## src/rtl/commit_trace_pkg.sv

```systemverilog
// Shared types for the commit tracer: trace record layout, drain/halt
// state encoding, and the saturating drop-counter helper.
package commit_trace_pkg;

   localparam int CT_ADDR_W  = 64;
   localparam int CT_INST_W  = 32;
   localparam int CT_SEQ_W   = 64;
   localparam int DROP_CNT_W = 16;

   typedef struct packed {
      logic [CT_SEQ_W-1:0]  seq;
      logic [CT_ADDR_W-1:0] pc;
      logic [CT_INST_W-1:0] inst;
   } trace_entry_t;

   typedef enum logic [1:0] {
      CT_RUN    = 2'd0,
      CT_DRAIN  = 2'd1,
      CT_HALTED = 2'd2
   } ct_state_e;

   localparam logic [DROP_CNT_W-1:0] DROP_ONE = {{(DROP_CNT_W-1){1'b0}}, 1'b1};

   // Increment that sticks at all-ones instead of wrapping.
   function automatic logic [DROP_CNT_W-1:0] drop_sat_inc(input logic [DROP_CNT_W-1:0] v);
      return (&v) ? v : v + DROP_ONE;
   endfunction

endpackage

```

## src/rtl/commit_trace_buf_if.sv

```systemverilog
// Decode->execute issue handshake as seen by the commit tracer.
// The core side drives it (master); the tracer only observes (slave).
interface commit_trace_buf_if #(
   parameter int ADDR_W = 64,
   parameter int INST_W = 32
);
   logic              iss_vld;
   logic              iss_rdy;
   logic              iss_flush;
   logic [ADDR_W-1:0] iss_pc;
   logic [INST_W-1:0] iss_inst;

   modport master (
      output iss_vld, iss_rdy, iss_flush, iss_pc, iss_inst
   );

   modport slave (
      input iss_vld, iss_rdy, iss_flush, iss_pc, iss_inst
   );
endinterface

```

## src/rtl/ct_sync_fifo.sv

```systemverilog
// Generic synchronous FIFO with a registered head word.
// Pointers carry one extra wrap bit so full/empty need no separate count.
// A push that is refused (full, no pop) is simply not stored; the caller
// decides what a refused push means.
module ct_sync_fifo #(
   parameter int WIDTH = 8,
   parameter int DEPTH = 16
) (
   input  logic             clk,
   input  logic             rst,
   input  logic             push_i,
   input  logic [WIDTH-1:0] wdata_i,
   input  logic             pop_i,
   output logic [WIDTH-1:0] head_o,
   output logic             empty_o,
   output logic             full_o,
   output logic             empty_next_o
);
   localparam int AW = $clog2(DEPTH);
   localparam logic [AW:0] PTR_ONE = {{AW{1'b0}}, 1'b1};

   logic [AW:0]      wr_q, wr_d;
   logic [AW:0]      rd_q, rd_d;
   logic [WIDTH-1:0] mem_q [DEPTH];
   logic [WIDTH-1:0] head_q, head_d;
   logic             push_ok, pop_ok;

   // Pointer arithmetic and next head word; a push landing in the slot that
   // becomes the head is forwarded so the head is valid one cycle after push.
   always_comb begin
      empty_o      = (wr_q == rd_q);
      full_o       = (wr_q[AW] != rd_q[AW]) && (wr_q[AW-1:0] == rd_q[AW-1:0]);
      pop_ok       = pop_i & ~empty_o;
      push_ok      = push_i & (~full_o | pop_ok);
      wr_d         = push_ok ? wr_q + PTR_ONE : wr_q;
      rd_d         = pop_ok  ? rd_q + PTR_ONE : rd_q;
      empty_next_o = (wr_d == rd_d);
      if (empty_next_o) begin
         head_d = '0;
      end else if (push_ok && (wr_q[AW-1:0] == rd_d[AW-1:0])) begin
         head_d = wdata_i;
      end else begin
         head_d = mem_q[rd_d[AW-1:0]];
      end
   end

   // Storage array; contents are don't-care until written, so no reset.
   always_ff @(posedge clk) begin
      if (push_ok) begin
         mem_q[wr_q[AW-1:0]] <= wdata_i;
      end
   end

   // Pointers and registered head, cleared by reset.
   always_ff @(posedge clk) begin
      if (!rst) begin
         wr_q   <= '0;
         rd_q   <= '0;
         head_q <= '0;
      end else begin
         wr_q   <= wr_d;
         rd_q   <= rd_d;
         head_q <= head_d;
      end
   end

   assign head_o = head_q;

endmodule

```

## src/rtl/commit_trace_buf.sv

```systemverilog
// Commit tracer: records every accepted, non-flushed issue as a
// {seq, pc, inst} entry for the trace consumer, counts commits and
// overflow losses, and sequences RUN -> DRAIN -> HALTED on ebreak.
module commit_trace_buf
   import commit_trace_pkg::*;
#(
   parameter int ADDR_W = CT_ADDR_W,
   parameter int INST_W = CT_INST_W,
   parameter int DEPTH  = 16,
   parameter int SEQ_W  = CT_SEQ_W
) (
   input  logic                  clk,
   input  logic                  rst,
   commit_trace_buf_if.slave     iss,
   input  logic                  ebreak_i,
   input  logic                  pop_i,
   output logic                  head_vld_o,
   output logic [SEQ_W-1:0]      head_seq_o,
   output logic [ADDR_W-1:0]     head_pc_o,
   output logic [INST_W-1:0]     head_inst_o,
   output logic [SEQ_W-1:0]      commit_cnt_o,
   output logic [DROP_CNT_W-1:0] drop_cnt_o,
   output logic                  ovf_o,
   output logic                  halt_o
);
   localparam int ENT_W = SEQ_W + ADDR_W + INST_W;
   localparam logic [SEQ_W-1:0] SEQ_ONE = {{(SEQ_W-1){1'b0}}, 1'b1};

   ct_state_e             state_q;
   logic                  halt_q;
   logic [SEQ_W-1:0]      commit_q;
   logic [DROP_CNT_W-1:0] drop_q;
   logic                  ovf_q;

   logic                  capture;
   logic                  drop;
   logic [ENT_W-1:0]      wentry;
   logic [ENT_W-1:0]      hentry;
   logic                  fifo_empty;
   logic                  fifo_full;
   logic                  fifo_empty_next;

   // Capture qualification; a capture into a full FIFO with no pop is a drop.
   always_comb begin
      capture = iss.iss_vld & iss.iss_rdy & ~iss.iss_flush & (state_q == CT_RUN);
      drop    = capture & fifo_full & ~(pop_i & ~fifo_empty);
      wentry  = {commit_q, iss.iss_pc, iss.iss_inst};
   end

   ct_sync_fifo #(
      .WIDTH (ENT_W),
      .DEPTH (DEPTH)
   ) u_fifo (
      .clk          (clk),
      .rst          (rst),
      .push_i       (capture),
      .wdata_i      (wentry),
      .pop_i        (pop_i),
      .head_o       (hentry),
      .empty_o      (fifo_empty),
      .full_o       (fifo_full),
      .empty_next_o (fifo_empty_next)
   );

   // Commit count (dropped entries included, so seq gaps expose loss),
   // saturating drop count and sticky overflow flag.
   always_ff @(posedge clk) begin
      if (!rst) begin
         commit_q <= '0;
         drop_q   <= '0;
         ovf_q    <= 1'b0;
      end else begin
         if (capture) begin
            commit_q <= commit_q + SEQ_ONE;
         end
         if (drop) begin
            drop_q <= drop_sat_inc(drop_q);
            ovf_q  <= 1'b1;
         end
      end
   end

   // Halt sequencer: ebreak stops capture, halt rises once the queue has
   // been fully drained (checked against the post-pop occupancy).
   always_ff @(posedge clk) begin
      if (!rst) begin
         state_q <= CT_RUN;
         halt_q  <= 1'b0;
      end else begin
         case (state_q)
            CT_RUN: begin
               if (ebreak_i) begin
                  state_q <= CT_DRAIN;
               end
            end
            CT_DRAIN: begin
               if (fifo_empty_next) begin
                  state_q <= CT_HALTED;
                  halt_q  <= 1'b1;
               end
            end
            CT_HALTED: begin
               halt_q <= 1'b1;
            end
            default: begin
               state_q <= CT_RUN;
               halt_q  <= 1'b0;
            end
         endcase
      end
   end

   assign head_vld_o   = ~fifo_empty;
   assign head_seq_o   = hentry[ENT_W-1 -: SEQ_W];
   assign head_pc_o    = hentry[ADDR_W+INST_W-1 -: ADDR_W];
   assign head_inst_o  = hentry[INST_W-1:0];
   assign commit_cnt_o = commit_q;
   assign drop_cnt_o   = drop_q;
   assign ovf_o        = ovf_q;
   assign halt_o       = halt_q;

endmodule

```

## src/flat_wrapper.sv

```systemverilog
// flat-port wrapper written by rule: the top's interface ports become plain ports
module commit_trace_buf_flat import commit_trace_pkg::*;
#(
   parameter int ADDR_W = CT_ADDR_W,
   parameter int INST_W = CT_INST_W,
   parameter int DEPTH  = 16,
   parameter int SEQ_W  = CT_SEQ_W
)
  (clk, rst, ebreak_i, pop_i, head_vld_o, head_seq_o, head_pc_o, head_inst_o, commit_cnt_o, drop_cnt_o, ovf_o, halt_o, iss_iss_vld, iss_iss_rdy, iss_iss_flush, iss_iss_pc, iss_iss_inst);
  commit_trace_buf_if #(.ADDR_W(ADDR_W), .INST_W(INST_W)) iss_i ();
  input  logic clk;
  input  logic rst;
  input  logic ebreak_i;
  input  logic pop_i;
  output logic head_vld_o;
  output logic [SEQ_W-1:0] head_seq_o;
  output logic [ADDR_W-1:0] head_pc_o;
  output logic [INST_W-1:0] head_inst_o;
  output logic [SEQ_W-1:0] commit_cnt_o;
  output logic [DROP_CNT_W-1:0] drop_cnt_o;
  output logic ovf_o;
  output logic halt_o;
  input wire logic [$bits(iss_i.iss_vld)-1:0] iss_iss_vld;
  input wire logic [$bits(iss_i.iss_rdy)-1:0] iss_iss_rdy;
  input wire logic [$bits(iss_i.iss_flush)-1:0] iss_iss_flush;
  input wire logic [$bits(iss_i.iss_pc)-1:0] iss_iss_pc;
  input wire logic [$bits(iss_i.iss_inst)-1:0] iss_iss_inst;
  assign iss_i.iss_vld = iss_iss_vld;
  assign iss_i.iss_rdy = iss_iss_rdy;
  assign iss_i.iss_flush = iss_iss_flush;
  assign iss_i.iss_pc = iss_iss_pc;
  assign iss_i.iss_inst = iss_iss_inst;
  commit_trace_buf #(.ADDR_W(ADDR_W), .INST_W(INST_W), .DEPTH(DEPTH), .SEQ_W(SEQ_W)) u_core (.clk(clk), .rst(rst), .iss(iss_i), .ebreak_i(ebreak_i), .pop_i(pop_i), .head_vld_o(head_vld_o), .head_seq_o(head_seq_o), .head_pc_o(head_pc_o), .head_inst_o(head_inst_o), .commit_cnt_o(commit_cnt_o), .drop_cnt_o(drop_cnt_o), .ovf_o(ovf_o), .halt_o(halt_o));
endmodule
```

## config.mk

```make
export PLATFORM = sky130hd
export DESIGN_NAME = commit_trace_buf_flat
export DESIGN_NICKNAME = d
export VERILOG_FILES = /design/src/rtl/commit_trace_pkg.sv /design/src/rtl/commit_trace_buf_if.sv /design/src/rtl/ct_sync_fifo.sv /design/src/rtl/commit_trace_buf.sv /design/src/flat_wrapper.sv
export SDC_FILE = /design/constraint.sdc
export NUM_CORES = 2
export LEC_CHECK = 0
export BUFFER_PORTS_ARGS = -buffer_cell sky130_fd_sc_hd__buf_2
export CAP_MARGIN = 20
export CORE_ASPECT_RATIO = 0.75
export CORE_MARGIN = 4
export CORE_UTILIZATION = 37
export CTS_CLUSTER_SIZE = 14
export DETAILED_ROUTE_END_ITERATION = 16
export PLACE_DENSITY = 0.53
export SKIP_LAST_GASP = 1
export SLEW_MARGIN = 30
export SYNTH_ARGS = -nofsm -noshare
export SYNTH_HDL_FRONTEND = slang
export SYNTH_SLANG_ARGS = --single-unit
```

## constraint.sdc

```tcl
create_clock -name clk -period 14.1 [get_ports clk]
set_input_delay 0.705 -clock clk [delete_from_list [all_inputs] [get_ports clk]]
set_output_delay 0.705 -clock clk [all_outputs]
set_load 0.02 [all_outputs]
```

# --- Word-level counts from Yosys, hierarchy flattened ---
# Memory sizes are Yosys's and may differ from the RTL's. A register that Yosys moved wholly into a read port is not among the register bits.
# Index checks and enable logic that the tools add are counted.
op_classes:
  add_sub_neg: 4
  n_eq_ne: 8
  mux: 9
  bitwise_logic: 16
  reduce_logical: 7
op_table:
  columns: ["operator", "count"]
  rows:
  - ["adder 64 x 1 -> 64 bit, second input constant", 1]
  - ["adder 16 x 1 -> 16 bit, second input constant", 1]
  - ["AND reduction 16 bit", 1]
  - ["adder 5 x 1 -> 5 bit, second input constant", 2]
  - ["== test 5 bit", 2]
  - ["two-way mux 5 bit", 2]
  - ["NOT 1 bit", 8]
  - ["bitwise AND 1 bit", 7]
  - ["one-hot mux 2 bit (3 select lines)", 1]
  - ["== test 4 bit", 1]
  - ["two-way mux 2 bit", 2]
  - ["AND reduction 2 bit", 2]
  - ["two-way mux 1 bit", 3]
  - ["one-hot mux 1 bit (3 select lines)", 1]
  - ["AND reduction 3 bit", 1]
  - ["== test 2 x 1 -> 1 bit, second input constant", 1]
  - ["== test 2 bit, second input constant", 1]
  - ["zero test 2 bit", 1]
  - ["inequality test 2 x 1 -> 1 bit, second input constant", 1]
  - ["inequality test 2 bit, second input constant", 1]
  - ["OR reduction 2 bit", 1]
  - ["logical AND 1 bit", 1]
  - ["inequality test 1 bit", 1]
  - ["bitwise OR 1 bit", 1]
word_totals:
  regBits: 94
  mem_bits_rw: 2560
  out_inout_bits: 243
  memories: 1
mem_list:
  columns: ["name", "depth", "word_bits", "read_ports", "rd_clocked_by_memory_dff", "wr", "line_no", "rtl"]
  rows:
  - ["u_core.u_fifo.mem_q", 16, 160, 1, 1, 1, "ct_sync_fifo.sv:24", "logic [WIDTH-1:0] mem_q [DEPTH];"]

# --- Logic depth before layout (Yosys ltp) ---
depth:
  ltp_word: 9
  depth_mapped: 15

# --- Modules after synthesis ---
# Synthesis repeated with hierarchy kept, for this count alone.
hier_totals:
  cells_unflattened: 7657
  hier_area_um2: 110118.1
modules_own_cells:
  columns: ["module", "instances", "cells_per_inst", "area_each_um2", "seq_area_each_um2"]
  rows:
  - ["ct_sync_fifo", 1, 7181, 106133.0, 80277.0]
  - ["commit_trace_buf", 1, 476, 3985.1, 1681.6]

# --- Least setup slack after synthesis ---
# No wires, ideal clock.
synth_timing:
  kind: "input -> register"
  from: "input iss_iss_flush"
  to: "memory u_core.u_fifo.mem_q[3][0] in the netlist's numbering, enable pin"
  setup_time_ps: 875
  arrival_ps: 12449
  required_time_ps: 13225
  slack_ps: 775
  stages: 4
  path_buffers: 0
  cell_sequence: "nand4b_1 -> a21oi_1 -> nand2_1 -> nor3_1"
synth_between:
  elab_chain_len: 6
synth_rtl:
  columns: ["element", "line_no", "rtl"]
  rows:
  - ["start, declared", "flat_wrapper.sv:25", "input wire logic [$bits(iss_i.iss_flush)-1:0] iss_iss_flush;"]
  - ["NOT 1 bit", "commit_trace_buf.sv:45", "capture = iss.iss_vld & iss.iss_rdy & ~iss.iss_flush & (state_q == CT_RUN);"]
  - ["bitwise AND 1 bit (2 in series)", "commit_trace_buf.sv:45", null]
  - ["bitwise AND 1 bit", "ct_sync_fifo.sv:34", "push_ok = push_i & (~full_o | pop_ok);"]
  - ["two-way mux 1 bit", "ct_sync_fifo.sv:49", "if (push_ok) begin"]
  - ["two-way mux 1 bit (implied by the code)", "ct_sync_fifo.sv:50", "mem_q[wr_q[AW-1:0]] <= wdata_i;"]
  - ["end, declared", "ct_sync_fifo.sv:24", null]
# No other way between the ends.

# --- Worst setup path in the final report ---
layout_timing:
  from: "register u_core.u_fifo.rd_q[1]"
  to: "register u_core.u_fifo.head_q[146] (netlist: u_core.u_fifo.head_o[146]), read port of u_core.u_fifo.mem_q"
layout_between:
  elab_chain_len: 8
  word_cells_on_any_way: 13
  cone_classes: "add/sub (1); eq/ne (3); mux (2); bitwise (5); reduce/logical (2)"
layout_rtl:
  columns: ["element", "line_no", "rtl"]
  rows:
  - ["start, declared", "ct_sync_fifo.sv:23", "logic [AW:0] rd_q, rd_d;"]
  - ["start signal, assigned", "ct_sync_fifo.sv:62", "rd_q <= rd_d;"]
  - ["== test 5 bit / == test 4 bit (equally long branches)", "ct_sync_fifo.sv:31, ct_sync_fifo.sv:32", null]
  - ["NOT 1 bit / logical AND 1 bit (equally long branches)", "ct_sync_fifo.sv:33, ct_sync_fifo.sv:32", null]
  - ["bitwise AND 1 bit / NOT 1 bit (equally long branches)", "ct_sync_fifo.sv:33, ct_sync_fifo.sv:34", null]
  - ["bitwise OR 1 bit", "ct_sync_fifo.sv:34", null]
  - ["bitwise AND 1 bit", "ct_sync_fifo.sv:34", null]
  - ["two-way mux 5 bit", "ct_sync_fifo.sv:35", "wr_d = push_ok ? wr_q + PTR_ONE : wr_q;"]
  - ["== test 5 bit", "ct_sync_fifo.sv:37", "empty_next_o = (wr_d == rd_d);"]
  - ["OR reduction 2 bit (no line)", null, null]
  - ["end, declared", "ct_sync_fifo.sv:25", "logic [WIDTH-1:0] head_q, head_d;"]
# Several ways; a longest one is shown, not always the timed one.
# A chain may end at the register's enable or synchronous reset.

==> summary.txt <==
Clock network
  • CTS sink count: 2814
  • Post-cts resize count: 0
  • CTS H-Tree Depth: 5
  • CTS Hold Buffers Added: 0
  • Later-pin clock latency in the skew report: 0.86 ns
  • CTS tree: done
  • CTS root buf: clkbuf_16
  • CTS max path bufs: 4
  • CTS Buf Count: 295
  • Post-CTS setup buffer count: 0
  • Worst-path clk slew: 0.06 ns

Placed design
  • # port buffers: 345
  • RePlAce Congestion: 0.769
  • Post-DP HPWL: 182 mm

Power
  • Seq pwr share: 39.6%
  • Comb pwr share: 28.4%
  • Clock Power Share: 32.0%
  • Worst vdd ir: 0.270 mV
  • Pwr Density: 186 nW/um^2
  • Sw Ratio: 33.8%
  • Sw power: 8.05 mW
  • Cell-internal power: 15.8 mW
  • Lkg Pwr: 43.1 nW

Die
  • Initial Util: 37.3%
  • Die area: 312000 um^2
  • Die width: 644 um
  • Placeable Area: 301000 um^2
  • Ports: 346
  • Die H: 485 um
  • Rows: 174

Synthesis
  • Netlist cell types: 73
  • Post-Syn Instances: 7850
  • Seq cells post-synth: 2814
  • Mapped Area: 112000 um^2
  • Post-synth top cells: edfxtp_1, nand2_1, clkbuf_1, a21oi_1, nand3_1
  • Post-synth EDFFs: 2560
  • Asr flop ratio synth: 0%
  • Top cells by area, synth: edfxtp_1, dfxtp_1, nand2_1
  • Synth Area per Inst: 14.3 um^2
  • Syn_nets: 7964
  • Primary FF master, synth: edfxtp_1
  • Most instantiated library cell after synthesis: edfxtp_1
  • Seq/Total Area, Yosys: 73.1%
  • Synth area leader: edfxtp_1
  • Share of the synthesized area in the top cell type: 68.5%
  • Yosys Warn Count: 0

GRT
  • Initial antenna violation count: 41
  • Total GRT Usage: 21.9%
  • Largest net degree at the start of global routing: 161
  • Global-route wire length before repair: 505 mm
  • Vias in the first global route: 68937
  • Overflow after GRT: 0

Critical path
  • CP Data Arrival Time: 7.28 ns
  • Crit path cell chain: xor2_1 -> or4_1 -> o21ai_4 -> buf_4 -> buf_4 -> a211oi_1 -> or4_1 -> or3_4 -> nand2_8 -> buf_4 -> o22ai_1
  • Biggest cell delay along the critical path: 0.87 ns
  • CP max-delay cell: buf_4
  • CP startpoint kind: register
  • CP Max Fanout: 65
  • Beginning of the critical path: u_core.u_fifo.rd_q[1]
  • Worst path required time: 14.80 ns
  • CP most frequent cell: buf_4
  • Crit Path Category: reg2reg
  • Reg2reg start: u_core.u_fifo.rd_q[1]
  • FF-to-FF End: u_core.u_fifo.head_o[146]
  • Critical Path Sink Type: register
  • R2r setup slk: 7.52 ns
  • R2r worst-path depth: 11

Route
  • Vias per cell: 5.75
  • Wire per inst: 28.5 um
  • DR DRC count: 0
  • Total routed wirelength: 354 mm
  • DRT iter0 DRCs: 7804
  • Routed vias: 71498
  • Drt pass-1 iters: 6
  • Post-route ant nets: 0

Run
  • Max Cap Viol: 0

Layout
  • Share of cells above drive strength 1: 14.6%
  • Utilization after layout: 42.7%
  • Final Net Count: 8249
  • Area growth from synthesis to layout: 14.4%
  • # fillers: 26990

Timing
  • Setup violations, final: 0
  • Max-slew violations: 0
  • Hold Violations, Final: 0
  • Clock skew: 0.0675 ns
  • Crit share post-route: 46.7%
  • Sum Neg Setup Slack: 0 ns
  • Worst-margin pin slew: 1.08 ns
  • Fmax: 152 MHz
  • RSZ-0062 raised after global routing: false
  • Tmin final: 6.58 ns
  • Slew HR: 28.2%

Min path
  • Hold Crit Class: in2reg
  • Worst hold endpoint: u_core.u_fifo.mem_q[15][48]
  • Hold path depth: 1
  • Hold Path Origin: iss_iss_pc[16]

Status
  • Status: complete, no violations
==> final cells by class <==
| type | count | area, um^2 | area share (%) |
|---|---|---|---|
| clock inverter | 107 | 942 | 0.734 |
| multi-input combinational | 4449 | 28100 | 21.9 |
| timing repair buffer | 557 | 3750 | 2.92 |
| clock buffer | 421 | 8400 | 6.55 |
| inverter | 18 | 67.6 | 0.0526 |
| tap | 4048 | 5060 | 3.95 |
| sequential | 2814 | 82000 | 63.9 |
| antenna | 12 | 30.0 | 0.0234 |
==> worst max-delay path: cells and delay by family (launching register included) <==
| kind | cells | cell delay (ns) |
|---|---|---|
| buffers and inverters | 3 | 2.26 |
| AND/OR/NAND/NOR | 4 | 2.13 |
| AO/OA/AOI/OAI | 3 | 0.86 |
| flip-flops | 1 | 0.74 |
| XOR/XNOR | 1 | 0.27 |
==> stage by stage <==
stage	area, um^2	std cells	total power [mW]	setup WS [ns]	hold slack (ns)
floorplan	112000	7850	14.2	0.775	0.452
global placement	119000	11873	16.3	7.04	0.451
detailed placement	119000	11877	16.3	7.49	0.471
CTS	128000	12405	24.0	7.51	0.145
global route	128000	12417	24.9	7.30	0.187
finish	128000	12426	23.8	7.52	0.213
==> power by group through the flow <==
stage	Combinational (mW)	Clock, mW	Sequential, mW
after floorplan	4.58	0	9.61
after global placement	6.68	0	9.61
after detailed placement	6.75	0	9.60
after CTS	6.77	7.76	9.43
after global routing	7.33	8.11	9.42
final	6.77	7.62	9.42
==> sequential cells by signal, summed over array words and instances, names as in the netlist <==
name,count
u_core.u_fifo.mem_q,2560
u_core.u_fifo.head_o,160
u_core.drop_cnt_o,16
u_core.commit_cnt_o,64
u_core.u_fifo.rd_q,5
u_core.u_fifo.wr_q,5
u_core.halt_o,1
u_core.state_q,2
u_core.ovf_o,1
==> kinds of logic (layout without fill, tap and decap cells) <==
logic type      Yosys count  after routing  synth area share (%)
xor+xnor                 82             82                 0.640
fa+ha+maj                11             11                 0.123
flops                  2814           2814                  73.1
compound gates         1579           1579                  9.67
buf+inv                 587           1103                  2.26
other cells               0             12                     0
mux                     416            416                  4.83
simple gates           2361           2361                  9.42
==> cell usage in the layout, fill, tap and decap left out, drive strengths merged, types with 67 or more instances in the layout <==
cell type / count
o21ai: 214
a31oi: 98
mux2: 90
o22ai: 141
and3: 138
and2: 85
nor3: 100
edfxtp: 2560
buf: 557
nand2: 1282
dfxtp: 254
clkbuf: 421
mux4: 91
a311oi: 73
mux2i: 235
a211oi: 152
nor2: 213
a21oi: 341
nand3: 338
a32oi: 108
o221ai: 68
a221oi: 67
clkinv: 84
nand4: 130
==> metal layers <==
| layer | GRT usage [%] | wire length [um] |
|---|---|---|
| met5 | 0 | 42 |
| met4 | 6.16 | 9720 |
| met3 | 3.43 | 26400 |
| met2 | 34.2 | 161000 |
| met1 | 31.6 | 156000 |
==> worst max-delay path by stage <==
stage               cells past startpoint                        end  slack (ns)
finish                                 11  u_core.u_fifo.head_o[146]        7.52
global route                           11   u_core.u_fifo.head_o[32]        7.30
CTS                                    11   u_core.u_fifo.head_o[29]        7.51
detailed placement                     11  u_core.u_fifo.head_o[112]        7.49
global placement                       11   u_core.u_fifo.head_o[71]        7.04
floorplan                               4  u_core.u_fifo.mem_q[3][0]        0.78
Power figures use the tool's default switching activity.
